===== config.mk =====
export PLATFORM = sky130hd
export DESIGN_NAME = gcd_stein
export DESIGN_NICKNAME = d
export VERILOG_FILES = /design/src/rtl/gcd_pkg.sv /design/src/rtl/gcd_stein_step.sv /design/src/rtl/gcd_stein.sv
export SDC_FILE = /design/constraint.sdc
export NUM_CORES = 1
export LEC_CHECK = 0
export CAP_MARGIN = 5
export CORE_UTILIZATION = 40
export CTS_CLUSTER_SIZE = 10
export DETAILED_ROUTE_END_ITERATION = 7
export GPL_TIMING_DRIVEN = 0
export REMOVE_ABC_BUFFERS = 1
export SETUP_SLACK_MARGIN = 0.2
export SYNTH_ARGS = -nofsm -noshare
export SYNTH_HDL_FRONTEND = slang
export SYNTH_SLANG_ARGS = --single-unit

===== constraint.sdc =====
create_clock -name Clk -period 4.59 [get_ports Clk]
set_input_delay 0.6885 -clock Clk [delete_from_list [all_inputs] [get_ports Clk]]
set_output_delay 0.6885 -clock Clk [all_outputs]
set_load 0.01 [all_outputs]

===== src/rtl/gcd_pkg.sv =====
// Shared state encoding and sizing helper for the Stein binary GCD unit.
package gcd_pkg;

   localparam logic [1:0] ST_IDLE   = 2'd0;
   localparam logic [1:0] ST_ZCHK   = 2'd1;
   localparam logic [1:0] ST_COMMON = 2'd2;
   localparam logic [1:0] ST_REDUCE = 2'd3;

   typedef enum logic [1:0] {
      IDLE   = ST_IDLE,
      ZCHK   = ST_ZCHK,
      COMMON = ST_COMMON,
      REDUCE = ST_REDUCE
   } gcd_state_e;

   // The shared power-of-two exponent never exceeds WIDTH, so clog2+1 bits hold it.
   function automatic int k_width(input int width);
      return $clog2(width) + 1;
   endfunction

endpackage


===== src/rtl/gcd_stein_step.sv =====
// One combinational iteration of Stein's algorithm: either strip a common factor
// of two (COMMON) or perform one shift/subtract reduction step (REDUCE).
module gcd_stein_step #(
   parameter int WIDTH = 8
) (
   input  logic [WIDTH-1:0] a_i,
   input  logic [WIDTH-1:0] b_i,
   input  logic             reduce_i,
   output logic [WIDTH-1:0] a_o,
   output logic [WIDTH-1:0] b_o,
   output logic             k_inc_o,
   output logic             finish_o
);

   logic [WIDTH-1:0] diff_ab;
   logic [WIDTH-1:0] diff_ba;

   assign diff_ab = a_i - b_i;
   assign diff_ba = b_i - a_i;

   always_comb begin
      a_o      = a_i;
      b_o      = b_i;
      k_inc_o  = 1'b0;
      finish_o = 1'b0;
      if (!reduce_i) begin
         // finish_o here means "leave COMMON"; operands stay untouched that cycle
         if (!a_i[0] && !b_i[0]) begin
            a_o     = a_i >> 1;
            b_o     = b_i >> 1;
            k_inc_o = 1'b1;
         end else begin
            finish_o = 1'b1;
         end
      end else begin
         if (a_i == '0) begin
            finish_o = 1'b1;
         end else if (!a_i[0]) begin
            a_o = a_i >> 1;
         end else if (!b_i[0]) begin
            b_o = b_i >> 1;
         end else if (a_i >= b_i) begin
            a_o = diff_ab >> 1;
         end else begin
            b_o = diff_ba >> 1;
         end
      end
   end

endmodule


===== src/rtl/gcd_stein.sv =====
// Stein binary GCD with Go/Busy/Done handshake, zero-operand detection and a
// saturating count of the cycles spent in COMMON plus REDUCE.
module gcd_stein
   import gcd_pkg::*;
#(
   parameter int WIDTH = 8,
   parameter int CNT_W = 6
) (
   input  logic             Clk,
   input  logic             Reset,
   input  logic [WIDTH-1:0] X,
   input  logic [WIDTH-1:0] Y,
   input  logic             Go,
   output logic             Busy,
   output logic             Done,
   output logic [WIDTH-1:0] Result,
   output logic             ZeroErr,
   output logic [CNT_W-1:0] Cycles
);

   localparam int KW = k_width(WIDTH);

   gcd_state_e       state_q, state_d;
   logic [WIDTH-1:0] a_q, a_d, b_q, b_d;
   logic [KW-1:0]    k_q, k_d;
   logic [CNT_W-1:0] cnt_q, cnt_d, cyc_q, cyc_d;
   logic [WIDTH-1:0] res_q, res_d;
   logic             zerr_q, zerr_d, done_q, done_d;

   logic [WIDTH-1:0] step_a, step_b;
   logic             step_kinc, step_fin;

   function automatic logic [CNT_W-1:0] sat_inc(input logic [CNT_W-1:0] v);
      return (&v) ? v : v + CNT_W'(1);
   endfunction

   gcd_stein_step #(.WIDTH(WIDTH)) u_step (
      .a_i      (a_q),
      .b_i      (b_q),
      .reduce_i (state_q == REDUCE),
      .a_o      (step_a),
      .b_o      (step_b),
      .k_inc_o  (step_kinc),
      .finish_o (step_fin)
   );

   always_comb begin
      state_d = state_q;
      a_d     = a_q;
      b_d     = b_q;
      k_d     = k_q;
      cnt_d   = cnt_q;
      cyc_d   = cyc_q;
      res_d   = res_q;
      zerr_d  = zerr_q;
      done_d  = 1'b0;
      case (state_q)
         IDLE: begin
            if (Go) begin
               a_d     = X;
               b_d     = Y;
               k_d     = '0;
               cnt_d   = '0;
               state_d = ZCHK;
            end
         end
         ZCHK: begin
            if (a_q == '0 || b_q == '0) begin
               // with at least one operand zero, OR yields the other one (or zero)
               res_d   = a_q | b_q;
               zerr_d  = (a_q == '0) && (b_q == '0);
               cyc_d   = '0;
               done_d  = 1'b1;
               state_d = IDLE;
            end else begin
               state_d = COMMON;
            end
         end
         COMMON: begin
            cnt_d = sat_inc(cnt_q);
            a_d   = step_a;
            b_d   = step_b;
            k_d   = k_q + {{(KW-1){1'b0}}, step_kinc};
            if (step_fin) begin
               state_d = REDUCE;
            end
         end
         REDUCE: begin
            cnt_d = sat_inc(cnt_q);
            if (step_fin) begin
               // reported count includes this final REDUCE cycle
               res_d   = b_q << k_q;
               zerr_d  = 1'b0;
               cyc_d   = sat_inc(cnt_q);
               done_d  = 1'b1;
               state_d = IDLE;
            end else begin
               a_d = step_a;
               b_d = step_b;
            end
         end
         default: state_d = IDLE;
      endcase
   end

   always_ff @(posedge Clk) begin
      if (Reset) begin
         state_q <= IDLE;
         a_q     <= '0;
         b_q     <= '0;
         k_q     <= '0;
         cnt_q   <= '0;
         cyc_q   <= '0;
         res_q   <= '0;
         zerr_q  <= 1'b0;
         done_q  <= 1'b0;
      end else begin
         state_q <= state_d;
         a_q     <= a_d;
         b_q     <= b_d;
         k_q     <= k_d;
         cnt_q   <= cnt_d;
         cyc_q   <= cyc_d;
         res_q   <= res_d;
         zerr_q  <= zerr_d;
         done_q  <= done_d;
      end
   end

   assign Busy    = (state_q != IDLE);
   assign Done    = done_q;
   assign Result  = res_q;
   assign ZeroErr = zerr_q;
   assign Cycles  = cyc_q;

endmodule


* Word-level counts from Yosys, hierarchy flattened
Cells that the tools add are included.
** Storage, ports and cells
- Word-level logic and storage cells :: 89
- Output and inout port bits :: 17
- Bits of input ports :: 19
- Register bits :: 44
** Cells by class
- Bitwise logic cells :: 1
- Shifts and indexed selects :: 1
- Reduce and logical (&&, ||, !) cells :: 20
- Eq/ne operators :: 8
- Muxes and demuxes :: 45
- Order comparisons :: 1
- Add/subtract/negate cells :: 4
** Operators with widths (count)
- $mux 8 :: 18
- $pmux 8 s3 :: 2
- $mux 6 :: 4
- $pmux 6 s2 :: 2
- $logic_not 8->1 :: 2
- $pmux 8 s2 :: 1
- $sub 8x8->8 :: 2
- $ne 2x2->1 const B :: 5
- $mux 1 :: 9
- $reduce_and 3->1 :: 3
- $ge 8x8->1 :: 1
- $mux 2 :: 4
- $or 8x8->8 :: 1
- $pmux 2 s4 :: 1
- $pmux 4 s2 :: 1
- $reduce_bool 2->1 :: 4
- $shl 8x4->8 :: 1
- $add 6x1->6 const B :: 1
- $reduce_and 6->1 :: 1
- $add 4x1->4 :: 1
- $eq 2x2->1 const B :: 2
- $mux 4 :: 1
- $pmux 1 s2 :: 2
- $reduce_and 2->1 :: 2
- 7 further kinds :: 9

* Longest topological paths before layout
Gate-level depths: netlist of run 1.
- Depth after elaboration :: 8
- Depth in mapped cells :: 10
- Depth with buffers taken out :: 9

* Hierarchy
Synthesis of run 1 repeated with hierarchy kept, for this count alone.
** Unflattened totals
- Cells, all modules :: 465
- Area, all modules :: 3802.4 µm²
** By module, submodules not included
- gcd_stein :: cells an instance 296, instances 1, area each 2625.0 µm²
- gcd_stein_step :: cells an instance 169, instances 1, area each 1177.4 µm²

* Worst setup path before layout of run 1
Ideal clock, no wire load.
- Path kind :: register to register
- From :: register b_q[0]
- To :: register b_q[5]
- Buffers on the path :: 1
- Required time :: 4.458 ns
- Arrival :: 2.273 ns
- Cell stages (with the launch flop) :: 11
- Slack :: 2.185 ns
- Cells stage by stage :: dfxtp_1 -> clkbuf_1 -> inv_1 -> ha_1 -> fa_1 -> o21bai_1 -> a21oi_1 -> or4_1 -> a41o_1 -> o2111ai_1 -> a21oi_1
** Between the ends
- Cells in the longest elaborated chain, start to end :: 8
- Elaborated cells between the ends (all ways) :: 16
- Classes of those cells :: 1 x add/sub; 1 x order compare; 1 x eq/ne; 10 x mux; 3 x reduce/logical
** RTL lines
- start, declared :: RTL line gcd_stein.sv:24 : logic [WIDTH-1:0] a_q, a_d, b_q, b_d;
- start signal, assigned :: RTL line gcd_stein.sv:110 : b_q <= '0;
- start signal, assigned :: RTL line gcd_stein.sv:120 : b_q <= b_d;
- $sub 8x8->8 / $ge 8x8->1 (equally long branches) :: RTL line gcd_stein_step.sv:19, gcd_stein_step.sv:42
- $mux 8 :: RTL line gcd_stein_step.sv:42 : end else if (a_i >= b_i) begin
- $mux 8 :: RTL line gcd_stein_step.sv:40 : end else if (!b_i[0]) begin
- $mux 8 :: RTL line gcd_stein_step.sv:38 : end else if (!a_i[0]) begin
- $mux 8 :: RTL line gcd_stein_step.sv:36 : if (a_i == '0) begin
- $mux 8 :: RTL line gcd_stein_step.sv:26 : if (!reduce_i) begin
- $mux 8 :: RTL line gcd_stein.sv:90 : if (step_fin) begin
- $pmux 8 s3 :: RTL line gcd_stein.sv:57 : case (state_q)
Parallel ways exist; a longest one is shown, timed or not. The select of a mux whose other input is x is not followed.
A chain may end at the register's enable or synchronous reset.

==> impl_metrics.json, run 1 <==
{
  "status": "completed",
  "required_ps": 4820,
  "setup-tns-final_ps": 0,
  "met3_length_um": 357,
  "hold_viol_final": 0,
  "syn_area_per_cell_um2": 7.94,
  "die_area_um2": 8460,
  "rows": 32,
  "drtAntennaViolNets": 0,
  "ir_drop_uv": 204,
  "drt_iter0_markers": 128,
  "grt_start_max_net_pins": 42,
  "yosys.area.top_type": "dfxtp_1",
  "post-place-ws_ps": 809,
  "setup_ws_ps": 786,
  "crit_path_start_kind": "flop",
  "start_util": 0.417,
  "multi_input_area_um2": 2150,
  "power_leakage_nw": 1.30,
  "nets": 471,
  "final_area_um2": 3710,
  "synth_flop_cell": "dfxtp_1",
  "postCtsResizedCells": 0,
  "grt_pass1_vias": 2837,
  "area_growth_pct": 14.6,
  "nFillCells": 809,
  "yosys_warnings": 0,
  "gp_congestion": 0.937,
  "htree_levels": 2,
  "max_slew_margin": 0.274,
  "critPathBufInv": 1,
  "cts_tree": "done",
  "drv_slew": 0,
  "cp_slowest_stage_delay_ps": 870,
  "die_h_um": 92.0,
  "core-area_um2": 7770,
  "slowest_stage": "dfxtp_2",
  "post_cts.repair.setup_buffers": 0,
  "wl_met2_um": 4080,
  "drt-pass1-iter-count": 4,
  "skew_ps": 3.31,
  "port_buffers": 35,
  "vias": 2978,
  "grt_first_pass_wirelength_um": 14300,
  "overflow": 0,
  "fmax_mhz": 263,
  "powerDensity_nw_per_um2": 446,
  "period_minus_slack_ps": 3800,
  "wl_met1_um": 4010,
  "drive_gt1_frac": 0.0612,
  "synth_top_area_share": 0.272,
  "diodes": 0,
  "track_usage": 0.213,
  "critPathMaxFanout": 39,
  "path_cells": "inv_1 > nor2_1 > a21o_1 > a21boi_1 > o2111ai_1 > a21oi_1",
  "regArea_um2": 882,
  "drt-wirelength-per-cell_um": 16.2,
  "num_io_pins": 36,
  "setup_viol": 0,
  "async_flop_share": 0,
  "synthTopCellsByArea": "dfxtp_1, ha_1, nor2_1, a21oi_1, mux2i_1",
  "synth_area_um2": 3240,
  "totalWireLength_um": 8560,
  "die_w_um": 92.0,
  "clock_path_buffers": 2,
  "yosysSeqAreaShare": 0.272,
  "ys_types": 60,
  "path_class": "flop to flop",
  "tightestPinTransition_ps": 1080,
  "period_share": 0.829,
  "cts.sinks": 44,
  "synth-edff-count": 0,
  "place_hpwl_um": 6370,
  "cp_top_family": "compound AO/OA/AOI/OAI gates",
  "yosys.cell_count.top_type": "nor2_1",
  "cts_root_buffer": "clkbuf_8",
  "min_path_type": "flop to flop",
  "ys_top_cells_by_count": "nor2_1, dfxtp_1, a21oi_1",
  "clk_latency_ps": 300,
  "fin_hold_ws_ps": 455,
  "syn-instance-count": 408,
  "antenna_found_initial": 0,
  "cp.arrival_ps": 4030,
  "cp-end-kind": "flop",
  "cts_buffers": 5,
  "drt_drc_violations_left": 0,
  "holdBufCountCts": 0,
  "maxCapViolCount": 0,
  "placed_area_um2": 3590,
  "cts.reportedPaths.clkPinSlew_ps": 90,
  "rsz0062_at_grt": "no",
  "avgViaCountPerCell": 5.65,
  "top_layer": "met4",
  "ys_ff_latch": 44
}
## placed cells by master, fill, tap and decap left out, types with 3 or more instances in the layout
| cell type | instances |
|---|---|
| a211oi_1 | 4 |
| a21o_1 | 4 |
| a21oi_1 | 31 |
| a221oi_1 | 3 |
| a22oi_1 | 10 |
| a31oi_1 | 4 |
| clkbuf_8 | 5 |
| clkdlybuf4s50_1 | 34 |
| dfxtp_1 | 43 |
| ha_1 | 26 |
| inv_1 | 25 |
| mux2_2 | 4 |
| mux2i_1 | 10 |
| nand2_1 | 25 |
| nand2b_1 | 9 |
| nand3_1 | 11 |
| nand3b_1 | 3 |
| nor2_1 | 50 |
| nor2b_1 | 5 |
| nor3_1 | 17 |
| nor4_1 | 8 |
| o211ai_1 | 5 |
| o21ai_0 | 15 |
| o21bai_1 | 3 |
| o221a_2 | 3 |
| o22ai_1 | 3 |
| o31ai_1 | 5 |
| xnor2_1 | 11 |
## worst reg2reg max path, stage by stage, from the launching register on
cell and delay [ps]:
dfxtp_2 870, inv_1 440, nor2_1 660, a21o_1 540, a21boi_1 800, o2111ai_1 250
a21oi_1 180
## logic make-up after synthesis
kind of cell,share of synthesized area
AND/OR/NAND/NOR,0.206
flip-flops,0.272
adder cells (fa/ha/maj),0.113
AO/OA/AOI/OAI,0.250
XOR/XNOR,0.0352
buffers and inverters,0.0653
multiplexers,0.0587
## final timing paths
check | startpoint | to | slack, ps | depth (start not counted)
setup reg to reg | flop | b_q[5]$_SDFFE_PP0P_ | 790 | 6
hold / removal | ZeroErr$_SDFFE_PP0P_ | ZeroErr$_SDFFE_PP0P_ | 450 | 2
hold reg to reg | ZeroErr$_SDFFE_PP0P_ | ZeroErr$_SDFFE_PP0P_ | 450 | 2
setup / recovery | flop | b_q[5]$_SDFFE_PP0P_ | 790 | 6
## stage by stage
step,instances,power [W],utilization
after floorplan,382,0.00111,-
after global placement,519,0.00134,0.463
after detailed placement,519,0.00135,0.463
after CTS,527,0.00166,0.478
after global routing,527,0.00178,0.478
final,527,0.00166,0.478
## area by class of cell
type                            count  share of cell area
Multi-Input combinational cell    313               0.578
Sequential cell                    44               0.238
Timing Repair Buffer               35              0.0931
Tap cell                          102              0.0344
Inverter                           25              0.0253
Clock buffer                        5              0.0185
Clock inverter                      3              0.0125
## where the power goes
group,internal (W),leakage [nW],switching [W]
clock,0.000164,0.0548,0.000149
combinational,0.000364,0.885,0.000464
sequential,0.000430,0.359,0.0000849
## flip-flops by register name, summed over array words and instances, names as in the netlist, named ones only
signal / flops
Cycles: 6
Done: 1
Result: 8
ZeroErr: 1
a_q: 8
b_q: 8
cnt_q: 6
k_q: 4
state_q: 1
## per-layer routing
layer  track usage  vias to the layer above
li1              -                     1510
met1         0.280                     1396
met3        0.0348                        8
met4        0.0573                        0
met5             0                        -
met2         0.361                       64
(Power assumes the default switching activity.)
==> inputs of run 2 (changes only) <==
- clock period: 4.59 -> 3.5 ns (I/O delays scaled with it)
==> impl_metrics.json, run 2 (synthesis gave the netlist of run 1 again) <==
{
  "min_path_type": "flop to flop",
  "powerDensity_nw_per_um2": 585,
  "drt_iter0_markers": 122,
  "grt_start_max_net_pins": 42,
  "rrSetupSlack_ps": 540,
  "cts.reportedPaths.clkPinSlew_ps": 90,
  "p_int_w": 0.00126,
  "skew_ps": 3.44,
  "post-place-ws_ps": -281,
  "die_area_um2": 8460,
  "required_ps": 3730,
  "overflow": 0,
  "cp.arrival_ps": 3190,
  "nets": 471,
  "period_share": 0.846,
  "seqPwrFrac": 0.311,
  "hold_viol_final": 0,
  "drtAntennaViolNets": 0,
  "cp-end-kind": "flop",
  "diodes": 0,
  "power_leakage_nw": 1.30,
  "gp_congestion": 0.937,
  "setup-tns-final_ps": 0,
  "die_w_um": 92.0,
  "track_usage": 0.214,
  "core-area_um2": 7770,
  "place_inst": 519,
  "crit_path_start_kind": "flop",
  "grtUsageMet1": 0.280,
  "setup_ws_ps": 540,
  "layout.cells.most_common": "nor2_1",
  "htree_levels": 2,
  "cts_buffers": 5,
  "worstHoldStart": "ZeroErr$_SDFFE_PP0P_",
  "layout_common_cells": "nor2_1, dfxtp_1, clkdlybuf4s50_1",
  "status": "completed",
  "grt_pass1_vias": 2847,
  "place_hpwl_um": 6370,
  "max_slew_margin": 0.286,
  "num_io_pins": 36,
  "critPathMaxFanout": 39,
  "postCtsResizedCells": 3,
  "holdBufCountCts": 0,
  "clk_latency_ps": 300,
  "area_growth_pct": 14.8,
  "grt_first_pass_wirelength_um": 14300,
  "maxCapViolCount": 0,
  "die_h_um": 92.0,
  "r2r_end": "b_q[5]$_SDFFE_PP0P_",
  "hold_depth": 2,
  "start_util": 0.417,
  "totalWireLength_um": 8580,
  "setup_viol": 0,
  "reg2reg_depth": 6,
  "met3_usage": 0.0348,
  "hold_end": "ZeroErr$_SDFFE_PP0P_",
  "p_clk_frac": 0.189,
  "rsz0062_at_grt": "no",
  "antenna_found_initial": 0,
  "drv_slew": 0,
  "drt-pass1-iter-count": 4,
  "cts_tree": "done",
  "cts.sinks": 44,
  "port_buffers": 35,
  "busiest_layer": "met2",
  "clock_path_buffers": 2,
  "fin_cells": 527,
  "post_cts.repair.setup_buffers": 0,
  "path_class": "flop to flop",
  "rows": 32,
  "tightestPinTransition_ps": 1060,
  "drive_gt1_frac": 0.0659,
  "cts_root_buffer": "clkbuf_8",
  "ir_drop_uv": 268,
  "avgViaCountPerCell": 5.67,
  "p_sw_frac": 0.422,
  "drt_drc_violations_left": 0,
  "vias": 2988,
  "comb_power_share": 0.501,
  "drt-wirelength-per-cell_um": 16.3,
  "grt_util_met2": 0.361,
  "fmax_mhz": 338,
  "period_minus_slack_ps": 2960,
  "p_sw_w": 0.000919
}
-- run 2: cell counts in the layout (fill, tap and decap cells not counted) --
Identical to the previous run, type by type.
-- run 2: stage by stage --
step	utilization	hold WS, ps	cell area, um^2	total power, W
floorplan	-	456	3120	0.00145
finish	0.479	455	3720	0.00218
global route	0.479	491	3720	0.00234
CTS	0.479	457	3720	0.00218
detailed placement	0.463	443	3590	0.00176
global placement	0.463	440	3600	0.00176
-- run 2: cell type report --
| type | count | area [um^2] |
|---|---|---|
| clock buffer | 5 | 68.8 |
| clock inverter | 3 | 46.3 |
| fill | 810 | 4050 |
| inverter | 25 | 93.8 |
| multi-input combinational | 313 | 2150 |
| sequential | 44 | 885 |
| tap | 102 | 128 |
| timing repair buffer | 35 | 345 |
-- run 2: how the worst max path moves through the flow --
stage,to,slack [ps]
floorplan,b_q[5]$_SDFFE_PP0P_,520
global placement,b_q[3]$_SDFFE_PP0P_,-980
detailed placement,b_q[5]$_SDFFE_PP0P_,-280
CTS,b_q[5]$_SDFFE_PP0P_,520
global route,b_q[5]$_SDFFE_PP0P_,240
finish,b_q[5]$_SDFFE_PP0P_,540
-- run 2: power groups by stage --
stage	Clock (W)	Sequential (W)	Combinational, W
after floorplan	0	0.000660	0.000789
final	0.000411	0.000676	0.00109
after detailed placement	0	0.000688	0.00108
after global routing	0.000445	0.000693	0.00120
after CTS	0.000420	0.000676	0.00109
after global placement	0	0.000686	0.00107
-- run 2: worst max-delay path: stages (launching register included) --
cell,delay [ps]
dfxtp_4,650
inv_1,350
nor2_2,440
a21o_1,520
a21boi_2,540
o2111ai_1,210
a21oi_1,160
-- run 2: layer usage --
metal / vias up / routed length (um)
met5: - / 0
met2: 62 / 4000
met3: 10 / 361
li1: 1511 / -
met1: 1405 / 4060
met4: 0 / 151
==> inputs of run 3 (changes only) <==
- clock period: 3.5 -> 2.45 ns (I/O delays scaled with it)
==> impl_metrics.json, run 3 (synthesis gave the netlist of run 1 again) <==
{
  "critPathMaxFanout": 7,
  "cp_top_family": "compound AO/OA/AOI/OAI gates",
  "drtAntennaViolNets": 0,
  "final_area_um2": 4410,
  "hold_viol_final": 0,
  "grt_first_pass_wirelength_um": 15600,
  "layout_common_cells": "nor2_1, clkdlybuf4s50_1, a21oi_1",
  "cts.sinks": 44,
  "fmax_mhz": 424,
  "status": "completed",
  "drv_slew": 0,
  "multi_input_area_um2": 2460,
  "power_leakage_nw": 1.54,
  "placed_area_um2": 3590,
  "setup-tns-final_ps": 0,
  "min_path_type": "flop to flop",
  "cp_slowest_stage_delay_ps": 430,
  "setup_viol": 0,
  "slowest_stage": "fa_2",
  "clk_latency_ps": 310,
  "crit_path_start_kind": "flop",
  "clock_path_buffers": 2,
  "die_area_um2": 8460,
  "port_buffers": 35,
  "powerDensity_nw_per_um2": 884,
  "die_w_um": 92.0,
  "drt_drc_violations_left": 0,
  "start_util": 0.417,
  "diodes": 0,
  "avgViaCountPerCell": 5.77,
  "tightestPinTransition_ps": 837,
  "period_minus_slack_ps": 2360,
  "path_class": "flop to flop",
  "ir_drop_uv": 525,
  "htree_levels": 2,
  "cts_tree": "done",
  "drt-wirelength-per-cell_um": 17.5,
  "drt_iter0_markers": 146,
  "core-area_um2": 7770,
  "rows": 32,
  "drt-pass1-iter-count": 5,
  "place_inst": 519,
  "required_ps": 2610,
  "fin_cells": 564,
  "skew_ps": 5.81,
  "regArea_um2": 930,
  "die_h_um": 92.0,
  "cts_root_buffer": "clkbuf_8",
  "grt_start_max_net_pins": 42,
  "nets": 508,
  "cts.reportedPaths.clkPinSlew_ps": 90,
  "antenna_found_initial": 0,
  "layout.cells.most_common": "nor2_1",
  "num_io_pins": 36,
  "period_share": 0.963,
  "max_slew_margin": 0.442,
  "area_growth_pct": 36.1,
  "overflow": 0,
  "drive_gt1_frac": 0.255,
  "gp_congestion": 0.937,
  "rsz0062_at_grt": "yes",
  "maxCapViolCount": 0,
  "track_usage": 0.235,
  "cts_buffers": 5,
  "cp-end-kind": "flop",
  "totalWireLength_um": 9880,
  "nFillCells": 735,
  "vias": 3255,
  "cp.arrival_ps": 2520,
  "path_cells": "inv_2 > ha_2 > fa_2 > o21bai_4 > a21oi_2 > or4_1 > a41o_1 > o2111ai_1 > a21oi_1",
  "grt_pass1_vias": 3035,
  "place_hpwl_um": 6370,
  "critPathBufInv": 1
}
==> run 3: cell count changes in the layout (fill, tap and decap cells not counted), moves of 6 or more <==
cell,delta
buf_4,+27
buf_6,+7
dfxtp_1,-16
dfxtp_2,+6
dfxtp_4,+10
ha_1,-11
ha_4,+9
inv_1,-8
==> run 3: area by class of cell <==
type,instances,area share
multi-input combinational,314,0.559
sequential,44,0.211
timing repair buffer,71,0.150
tap,102,0.0290
inverter,25,0.0247
clock buffer,5,0.0156
clock inverter,3,0.0105
==> run 3: power by group <==
group	internal, W	leakage (nW)	switching [W]
combinational	0.00115	1.12	0.00119
clock	0.000308	0.0548	0.000281
sequential	0.000826	0.368	0.000140
total	0.00228	1.54	0.00162
==> run 3: what timing repair did <==
item | in CTS | in global routing
cloned | 1 | 0
pin swaps | 10 | 22
setup buffers | 18 | 18
endpoints found under the setup margin | 36 | 24
gates resized for setup | 63 | 39
hold buffers | 0 | 0
==> run 3: layer usage <==
metal	GRT usage	up-vias	part of all wire	routed length (um)
met4	0.0716	0	0.019	186
met5	0	-	0	0
li1	-	1587	-	-
met3	0.0332	13	0.053	528
met1	0.305	1552	0.44	4300
met2	0.400	103	0.49	4860
==> run 3: path summary, 6_finish.rpt <==
kind | cells past startpoint | start | endpoint | slack (ps)
max reg2reg | 9 | b_q[0]$_SDFFE_PP0P_ | b_q[5]$_SDFFE_PP0P_ | 90
min reg2reg | 2 | ZeroErr$_SDFFE_PP0P_ | ZeroErr$_SDFFE_PP0P_ | 450
min | 2 | ZeroErr$_SDFFE_PP0P_ | ZeroErr$_SDFFE_PP0P_ | 450
max | 9 | b_q[0]$_SDFFE_PP0P_ | b_q[5]$_SDFFE_PP0P_ | 90
==> run 3: tightest hold or removal path, cell delays in order (launching register included) <==
cell and delay, ps:
dfxtp_1 320, nand2_1 50, a21oi_1 50
==> run 3: through the flow <==
stage | worst slack [ps] | hold slack, ps | util | total power, W
detailed placement | -1330 | 443 | 0.463 | 0.00252
global placement | -2030 | 440 | 0.463 | 0.00251
finish | 89.8 | 455 | 0.567 | 0.00389
global route | 9.96 | 491 | 0.567 | 0.00414
CTS | 45.4 | 457 | 0.529 | 0.00356
floorplan | -533 | 436 | - | 0.00207
